## src/rtl/seq_pkg.sv

```systemverilog
// -----------------------------------------------------------------------------
// seq_pkg
// Shared definitions for the sequence player:
//   - state_t     : playback FSM states
//   - LFSR_W      : LFSR width
//   - LFSR_RESET  : LFSR / seed register reset value (also replaces a zero seed)
//   - lfsr_next() : 8-bit Fibonacci LFSR step
//   - onehot_dec(): symbol index -> one-hot (up to OH_MAX colours)
// -----------------------------------------------------------------------------
package seq_pkg;

  typedef enum logic [1:0] {
    IDLE = 2'd0,
    ON   = 2'd1,
    OFF  = 2'd2,
    DONE = 2'd3
  } state_t;

  localparam int                LFSR_W     = 8;
  localparam logic [LFSR_W-1:0] LFSR_RESET = 8'h01;
  localparam int                OH_MAX     = 8;

  // Taps 8,6,5,4: shift left, feedback into bit 0.
  function automatic logic [LFSR_W-1:0] lfsr_next(input logic [LFSR_W-1:0] v);
    return {v[6:0], v[7] ^ v[5] ^ v[4] ^ v[3]};
  endfunction

  // Symbol s drives bit s. Callers slice the result down to their colour count.
  function automatic logic [OH_MAX-1:0] onehot_dec(input logic [2:0] sym);
    return 8'b0000_0001 << sym;
  endfunction

endpackage

```

## src/rtl/seq_lfsr.sv

```systemverilog
// -----------------------------------------------------------------------------
// seq_lfsr
// Seed register plus 8-bit LFSR. The seed register is written on i_seed_we
// (a zero seed is replaced by LFSR_RESET so the LFSR can never lock up).
// i_load copies the seed register into the LFSR, i_step advances it.
// o_sym_nxt is the low symbol field of the value the LFSR will hold after the
// current edge, so the owner can register the matching one-hot outputs in the
// same cycle the LFSR changes.
// Ports:
//   clk, reset  : clock, synchronous active-high reset
//   i_seed      : seed value
//   i_seed_we   : write seed register
//   i_load      : LFSR <= seed register (has priority over i_step)
//   i_step      : LFSR <= lfsr_next(LFSR)
//   o_sym_nxt   : next symbol index
// -----------------------------------------------------------------------------
module seq_lfsr
  import seq_pkg::*;
#(
  parameter int SYM_W = 2
) (
  input  logic              clk,
  input  logic              reset,
  input  logic [7:0]        i_seed,
  input  logic              i_seed_we,
  input  logic              i_load,
  input  logic              i_step,
  output logic [SYM_W-1:0]  o_sym_nxt
);

  logic [LFSR_W-1:0] r_seed;
  logic [LFSR_W-1:0] r_lfsr;
  logic [LFSR_W-1:0] w_lfsr_d;

  // Next LFSR value: reload from seed, step, or hold.
  always_comb begin
    w_lfsr_d = r_lfsr;
    if (i_load) begin
      w_lfsr_d = r_seed;
    end else if (i_step) begin
      w_lfsr_d = lfsr_next(r_lfsr);
    end else begin
      w_lfsr_d = r_lfsr;
    end
  end

  // Seed and LFSR registers.
  always_ff @(posedge clk) begin
    if (reset) begin
      r_seed <= LFSR_RESET;
      r_lfsr <= LFSR_RESET;
    end else begin
      if (i_seed_we) begin
        r_seed <= (i_seed == 8'h00) ? LFSR_RESET : i_seed;
      end
      r_lfsr <= w_lfsr_d;
    end
  end

  assign o_sym_nxt = w_lfsr_d[SYM_W-1:0];

endmodule

```

## src/rtl/seq_player.sv

```systemverilog
// -----------------------------------------------------------------------------
// seq_player
// Plays the first `length` symbols (clamped to DEPTH) of a pseudo-random colour
// sequence derived from a loadable seed. Each symbol is driven one-hot on saida
// for ON_CYCLES cycles followed by OFF_CYCLES blank cycles. The same seed always
// yields the same prefix.
// Ports:
//   clk, reset : clock, synchronous active-high reset
//   seed       : LFSR seed, latched by load_seed while idle
//   load_seed  : store seed (ignored unless idle)
//   length     : symbols to play, latched at start
//   start      : one-cycle start pulse (ignored unless idle)
//   saida      : one-hot symbol during ON, zero otherwise
//   expected   : one-hot symbol at the current index (held through OFF/DONE)
//   index      : position of the symbol being played
//   busy       : high during ON and OFF
//   done       : one-cycle pulse after the last OFF phase
// All outputs are registered.
// -----------------------------------------------------------------------------
module seq_player
  import seq_pkg::*;
#(
  parameter int NCOLORS    = 4,
  parameter int DEPTH      = 16,
  parameter int ON_CYCLES  = 4,
  parameter int OFF_CYCLES = 2
) (
  input  logic                       clk,
  input  logic                       reset,
  input  logic [7:0]                 seed,
  input  logic                       load_seed,
  input  logic [$clog2(DEPTH+1)-1:0] length,
  input  logic                       start,
  output logic [NCOLORS-1:0]         saida,
  output logic [NCOLORS-1:0]         expected,
  output logic [$clog2(DEPTH)-1:0]   index,
  output logic                       busy,
  output logic                       done
);

  localparam int SYM_W   = $clog2(NCOLORS);
  localparam int LEN_W   = $clog2(DEPTH + 1);
  localparam int IDX_W   = $clog2(DEPTH);
  localparam int CNT_MAX = (ON_CYCLES > OFF_CYCLES) ? ON_CYCLES : OFF_CYCLES;
  localparam int CNT_W   = $clog2(CNT_MAX + 1);

  state_t             r_state;
  state_t             w_state_nxt;
  logic [CNT_W-1:0]   r_cnt;
  logic [CNT_W-1:0]   w_cnt_nxt;
  logic [LEN_W-1:0]   r_len;
  logic [LEN_W-1:0]   w_len_nxt;
  logic [IDX_W-1:0]   r_index;
  logic [IDX_W-1:0]   w_index_nxt;
  logic [NCOLORS-1:0] r_saida;
  logic [NCOLORS-1:0] w_saida_nxt;
  logic [NCOLORS-1:0] r_expected;
  logic [NCOLORS-1:0] w_expected_nxt;
  logic               r_busy;
  logic               w_busy_nxt;
  logic               r_done;
  logic               w_done_nxt;

  logic               w_load;
  logic               w_step;
  logic               w_seed_we;
  logic [SYM_W-1:0]   w_sym_nxt;
  logic [OH_MAX-1:0]  w_sym_oh8;
  logic [NCOLORS-1:0] w_sym_oh;
  logic               w_unused_oh_bits;
  logic [LEN_W-1:0]   w_len_clamp;
  logic               w_on_end;
  logic               w_off_end;
  logic               w_last;

  assign w_seed_we   = load_seed && (r_state == IDLE);
  assign w_len_clamp = (length > LEN_W'(DEPTH)) ? LEN_W'(DEPTH) : length;
  assign w_on_end    = (r_cnt == CNT_W'(ON_CYCLES - 1));
  assign w_off_end   = (r_cnt == CNT_W'(OFF_CYCLES - 1));
  // Compare index+1 against the latched length to avoid underflow at length 0.
  assign w_last      = ((LEN_W'(r_index) + LEN_W'(1'b1)) == r_len);

  seq_lfsr #(
    .SYM_W (SYM_W)
  ) u_lfsr (
    .clk       (clk),
    .reset     (reset),
    .i_seed    (seed),
    .i_seed_we (w_seed_we),
    .i_load    (w_load),
    .i_step    (w_step),
    .o_sym_nxt (w_sym_nxt)
  );

  assign w_sym_oh8        = onehot_dec(3'(w_sym_nxt));
  assign w_sym_oh         = w_sym_oh8[NCOLORS-1:0];
  assign w_unused_oh_bits = ^w_sym_oh8;

  // Next-state logic: phase timing, index advance, LFSR load/step requests.
  always_comb begin
    w_state_nxt = r_state;
    w_cnt_nxt   = r_cnt;
    w_len_nxt   = r_len;
    w_index_nxt = r_index;
    w_load      = 1'b0;
    w_step      = 1'b0;
    case (r_state)
      IDLE: begin
        if (start) begin
          if (w_len_clamp != {LEN_W{1'b0}}) begin
            w_state_nxt = ON;
            w_cnt_nxt   = {CNT_W{1'b0}};
            w_len_nxt   = w_len_clamp;
            w_index_nxt = {IDX_W{1'b0}};
            w_load      = 1'b1;
          end else begin
            w_state_nxt = DONE;
          end
        end else begin
          w_state_nxt = IDLE;
        end
      end
      ON: begin
        if (w_on_end) begin
          w_state_nxt = OFF;
          w_cnt_nxt   = {CNT_W{1'b0}};
        end else begin
          w_cnt_nxt   = r_cnt + CNT_W'(1'b1);
        end
      end
      OFF: begin
        if (w_off_end) begin
          if (w_last) begin
            w_state_nxt = DONE;
          end else begin
            w_state_nxt = ON;
            w_cnt_nxt   = {CNT_W{1'b0}};
            w_index_nxt = r_index + IDX_W'(1'b1);
            w_step      = 1'b1;
          end
        end else begin
          w_cnt_nxt = r_cnt + CNT_W'(1'b1);
        end
      end
      DONE: begin
        w_state_nxt = IDLE;
      end
      default: begin
        w_state_nxt = IDLE;
      end
    endcase
  end

  // Output next values, aligned with the next state so outputs stay registered.
  always_comb begin
    w_busy_nxt     = (w_state_nxt == ON) || (w_state_nxt == OFF);
    w_done_nxt     = (w_state_nxt == DONE);
    w_saida_nxt    = {NCOLORS{1'b0}};
    w_expected_nxt = r_expected;
    if (w_state_nxt == ON) begin
      w_saida_nxt = w_sym_oh;
    end else begin
      w_saida_nxt = {NCOLORS{1'b0}};
    end
    if (w_load || w_step) begin
      w_expected_nxt = w_sym_oh;
    end else begin
      w_expected_nxt = r_expected;
    end
  end

  // State, counters and registered outputs.
  always_ff @(posedge clk) begin
    if (reset) begin
      r_state    <= IDLE;
      r_cnt      <= {CNT_W{1'b0}};
      r_len      <= {LEN_W{1'b0}};
      r_index    <= {IDX_W{1'b0}};
      r_saida    <= {NCOLORS{1'b0}};
      r_expected <= {NCOLORS{1'b0}};
      r_busy     <= 1'b0;
      r_done     <= 1'b0;
    end else begin
      r_state    <= w_state_nxt;
      r_cnt      <= w_cnt_nxt;
      r_len      <= w_len_nxt;
      r_index    <= w_index_nxt;
      r_saida    <= w_saida_nxt;
      r_expected <= w_expected_nxt;
      r_busy     <= w_busy_nxt;
      r_done     <= w_done_nxt;
    end
  end

  assign saida    = r_saida;
  assign expected = r_expected;
  assign index    = r_index;
  assign busy     = r_busy;
  assign done     = r_done;

endmodule
```

## config.mk

```make
export PLATFORM = sky130hd
export DESIGN_NAME = seq_player
export DESIGN_NICKNAME = d
export VERILOG_FILES = /design/src/rtl/seq_pkg.sv /design/src/rtl/seq_lfsr.sv /design/src/rtl/seq_player.sv
export SDC_FILE = /design/constraint.sdc
export NUM_CORES = 1
export LEC_CHECK = 0
export CAP_MARGIN = 30
export CORE_MARGIN = 2
export CORE_UTILIZATION = 55
export CTS_CLUSTER_SIZE = 25
export DETAILED_ROUTE_END_ITERATION = 16
export DONT_BUFFER_PORTS = 1
export PLACE_DENSITY_LB_ADDON = 0.3
export REMOVE_ABC_BUFFERS = 1
export SLEW_MARGIN = 10
export SYNTH_ARGS = -nofsm -noshare
export SYNTH_HDL_FRONTEND = slang
export SYNTH_SLANG_ARGS = --single-unit
export TNS_END_PERCENT = 1
```

## constraint.sdc

```tcl
create_clock -name clk -period 2.7 [get_ports clk]
set_input_delay 0.405 -clock clk [delete_from_list [all_inputs] [get_ports clk]]
set_output_delay 0.405 -clock clk [all_outputs]
set_load 0.01 [all_outputs]
```

==> impl_results.md <==
* Relative slew slack at 0.606
* Top FF cell, synth: dfxtp_1
* Mapped Cells at around 250
* Final Critical Period at 2.44 ns
* Io pins at 31
* Most frequent cells in the layout: dfxtp_1 (40), nand2_1 (32), a21oi_1 (23), nor2_1 (18), inv_1 (15)
* Sequential area share after synthesis at 0.367
* Max Slew Vio Count at 0
* Root Driver: clkbuf_8
* Core Rows at 22
* Worst Path Class, Setup: register to register
* Fill cell count at 355
* Die width at 67.0 um
* Area grow syn2layout at 7.63%
* Flop and latch count out of synthesis at 40
* Register clock-pin slew on the reported worst setup and hold paths at about 0.080 ns
* Yosys warns at 0
* Async set-reset flop share out of synthesis at 0
* Router iterations before antenna repair at 4
* Initial Utilization at 0.582
* Mapped Area at about 2200 um^2
* Startpoint class of the critical path: register
* Total grt overflow at 0
* Status: finished, final reports clean
* Slew @ Worst Pin at around 0.59 ns
* Remaining DRCs at 0
* Inst Count DP at just under 300
* Fin. Hold Viols at 0
* Drt wl/cell at about 15 um
* Commonest non-fill, non-tap cell in the layout: dfxtp_1
* Clock Sink Count at 40
* Area of the multi-input gates at around 1300 um^2
* Drt total wl at ~4400 um
* Post-synth EDFFs at 0
* Clock Path Buffers at 2
* Fmax at a little over 400 MHz
* Syn Area/Cell at 8.68 um^2
* MaxCap Viol Count at 0
* First-pass GRT wire length at 7340 um
* Gpl congestion at around 0.86
* Via density at just under 6
* Worst-Skew Late Latency at 0.29 ns
* Total track usage at 0.216
* Worst vdd ir at between 0.0003 and 0.0004 V
* Core area at ~3700 um^2
* CTS tree: built
* Cell leakage power at ~0.85 nW
* RSZ-0062 raised after global routing: no
* DP HPWL at a little over 3000 um
* Register Area at ~800 um^2
* Initial antenna violation count at 0
* Postcts setup bufs at 0
* Critical Path RT at just under 3 ns
* Crit end category: register
* CTS Buf Count at 5
* Yosys cell types at 53
* Via count at between 1.5k and 2k
* Min-delay worst type: primary input to register
* Final clock skew at approximately 0.0066 ns
* Critical Path Fanout Max at 13
* Period utilization at 0.905
* Total Neg Setup Slack at 0 ns
* Post-DRT Antenna Nets at 0
* Cell Pwr Density at about 540 nW/um^2
* Resized cells post-CTS at 0
* Number of global-route vias before repair at 1592
* Die Area at about 4500 um^2
* Fraction of layout cells with a size suffix above 1 at 0.107
* Post-Layout Cell Count at 301
* Largest net degree at the start of global routing at 43
* N_diodes at 0
* Worst Path Arrival at about 2.7 ns
* Iteration-0 DRC Markers at 132
* Setup Viol. Count Final at 0
* H-tree Lvls at 2
* Post-CTS Hold Fix Bufs at 0
* IO Port Bufs at 0
* Die height at between 60 and 70 um
* Nets at 282
report_power, final:
part           switching [mW]  internal [mW]
combinational          0.0707         0.0532
clock                   0.223          0.279
sequential             0.0253          0.617
final cells by class:
class / count / share of cell area
inverter: 15 / 0.0240
clock inverter: 3 / 0.0197
timing repair buffer: 7 / 0.0224
clock buffer: 5 / 0.0293
sequential: 40 / 0.341
tap: 48 / 0.0256
multi-input combinational: 183 / 0.538
stage by stage:
step / util / setup slack (ns) / power, mW / area (um^2) / hold WS [ns]
floorplan: - / 0.0434 / 0.750 / 2120 / 0.431
global placement: 0.596 / 0.371 / 0.776 / 2230 / 0.440
detailed placement: 0.596 / 0.279 / 0.779 / 2230 / 0.445
CTS: 0.627 / 0.264 / 1.28 / 2350 / 0.157
global route: 0.627 / 0.0162 / 1.32 / 2350 / 0.146
finish: 0.627 / 0.257 / 1.27 / 2350 / 0.167
final timing paths:
path                    startpoint               end  slack, ns  cells after the start
setup / recovery          r_cnt[0]          index[1]       0.26                      6
hold / removal               reset  u_lfsr.r_seed[6]       0.17                      1
setup reg to reg          r_cnt[0]          index[1]       0.26                      6
hold reg to reg   u_lfsr.r_seed[4]  u_lfsr.r_seed[4]       0.45                      2
logic make-up (layout without fill, tap and decap cells):
logic type                 count (synthesis)  after routing  synth area share
muxes                                      6              6            0.0287
AOI/OAI and AO/OA                         58             58             0.201
buffers and inverters                     28             30            0.0540
DFF                                       40             40             0.367
xor gates and xnor gates                   8              8            0.0321
adders and majority gates                 13             13            0.0746
and+or+nand+nor                           98             98             0.242
cell usage after synthesis (2+ instances only):
library cell	count	area, um^2
a31oi_1	3	18.8
ha_1	13	163
and4b_1	2	20.0
xor2_1	2	17.5
o21ai_1	2	10.0
buf_2	4	20.0
inv_1	15	56.3
o22ai_1	3	18.8
a311oi_1	7	61.3
a211o_1	2	17.5
xnor2_1	6	52.6
nor3_1	5	25.0
nor2_1	18	67.6
nand2_1	32	120
and2_1	2	12.5
nor3b_1	3	22.5
nand3b_1	4	30.0
nor4b_1	2	17.5
nor4_1	3	18.8
dfxtp_1	40	801
mux2i_1	4	40.0
a211oi_1	3	22.5
o21ai_0	4	20.0
mux2_2	2	22.5
a21oi_1	23	115
nand3_1	9	45.0
clkbuf_1	7	26.3
nor2b_1	6	37.5
state kept, by name, indices dropped and copies added, names as in the netlist:
name,cells
u_lfsr.r_lfsr,8
u_lfsr.r_seed,8
r_len,5
expected,4
index,4
saida,4
r_cnt,3
r_state,2
busy,1
done,1
routing by layer:
| metal | part of all wire | GRT usage |
|---|---|---|
| met5 | 0 | 0 |
| met4 | 0.010 | 0.0816 |
| met3 | 0.062 | 0.0709 |
| met2 | 0.45 | 0.315 |
| met1 | 0.48 | 0.294 |
worst max-delay path, cell delays in order (launching register included):
cell	delay, ns
dfxtp_1	0.39
ha_1	0.21
nor2b_1	0.45
nand2_1	0.26
or2_1	0.45
or4b_1	0.52
o311ai_1	0.09
Power figures use the tool's default switching activity.
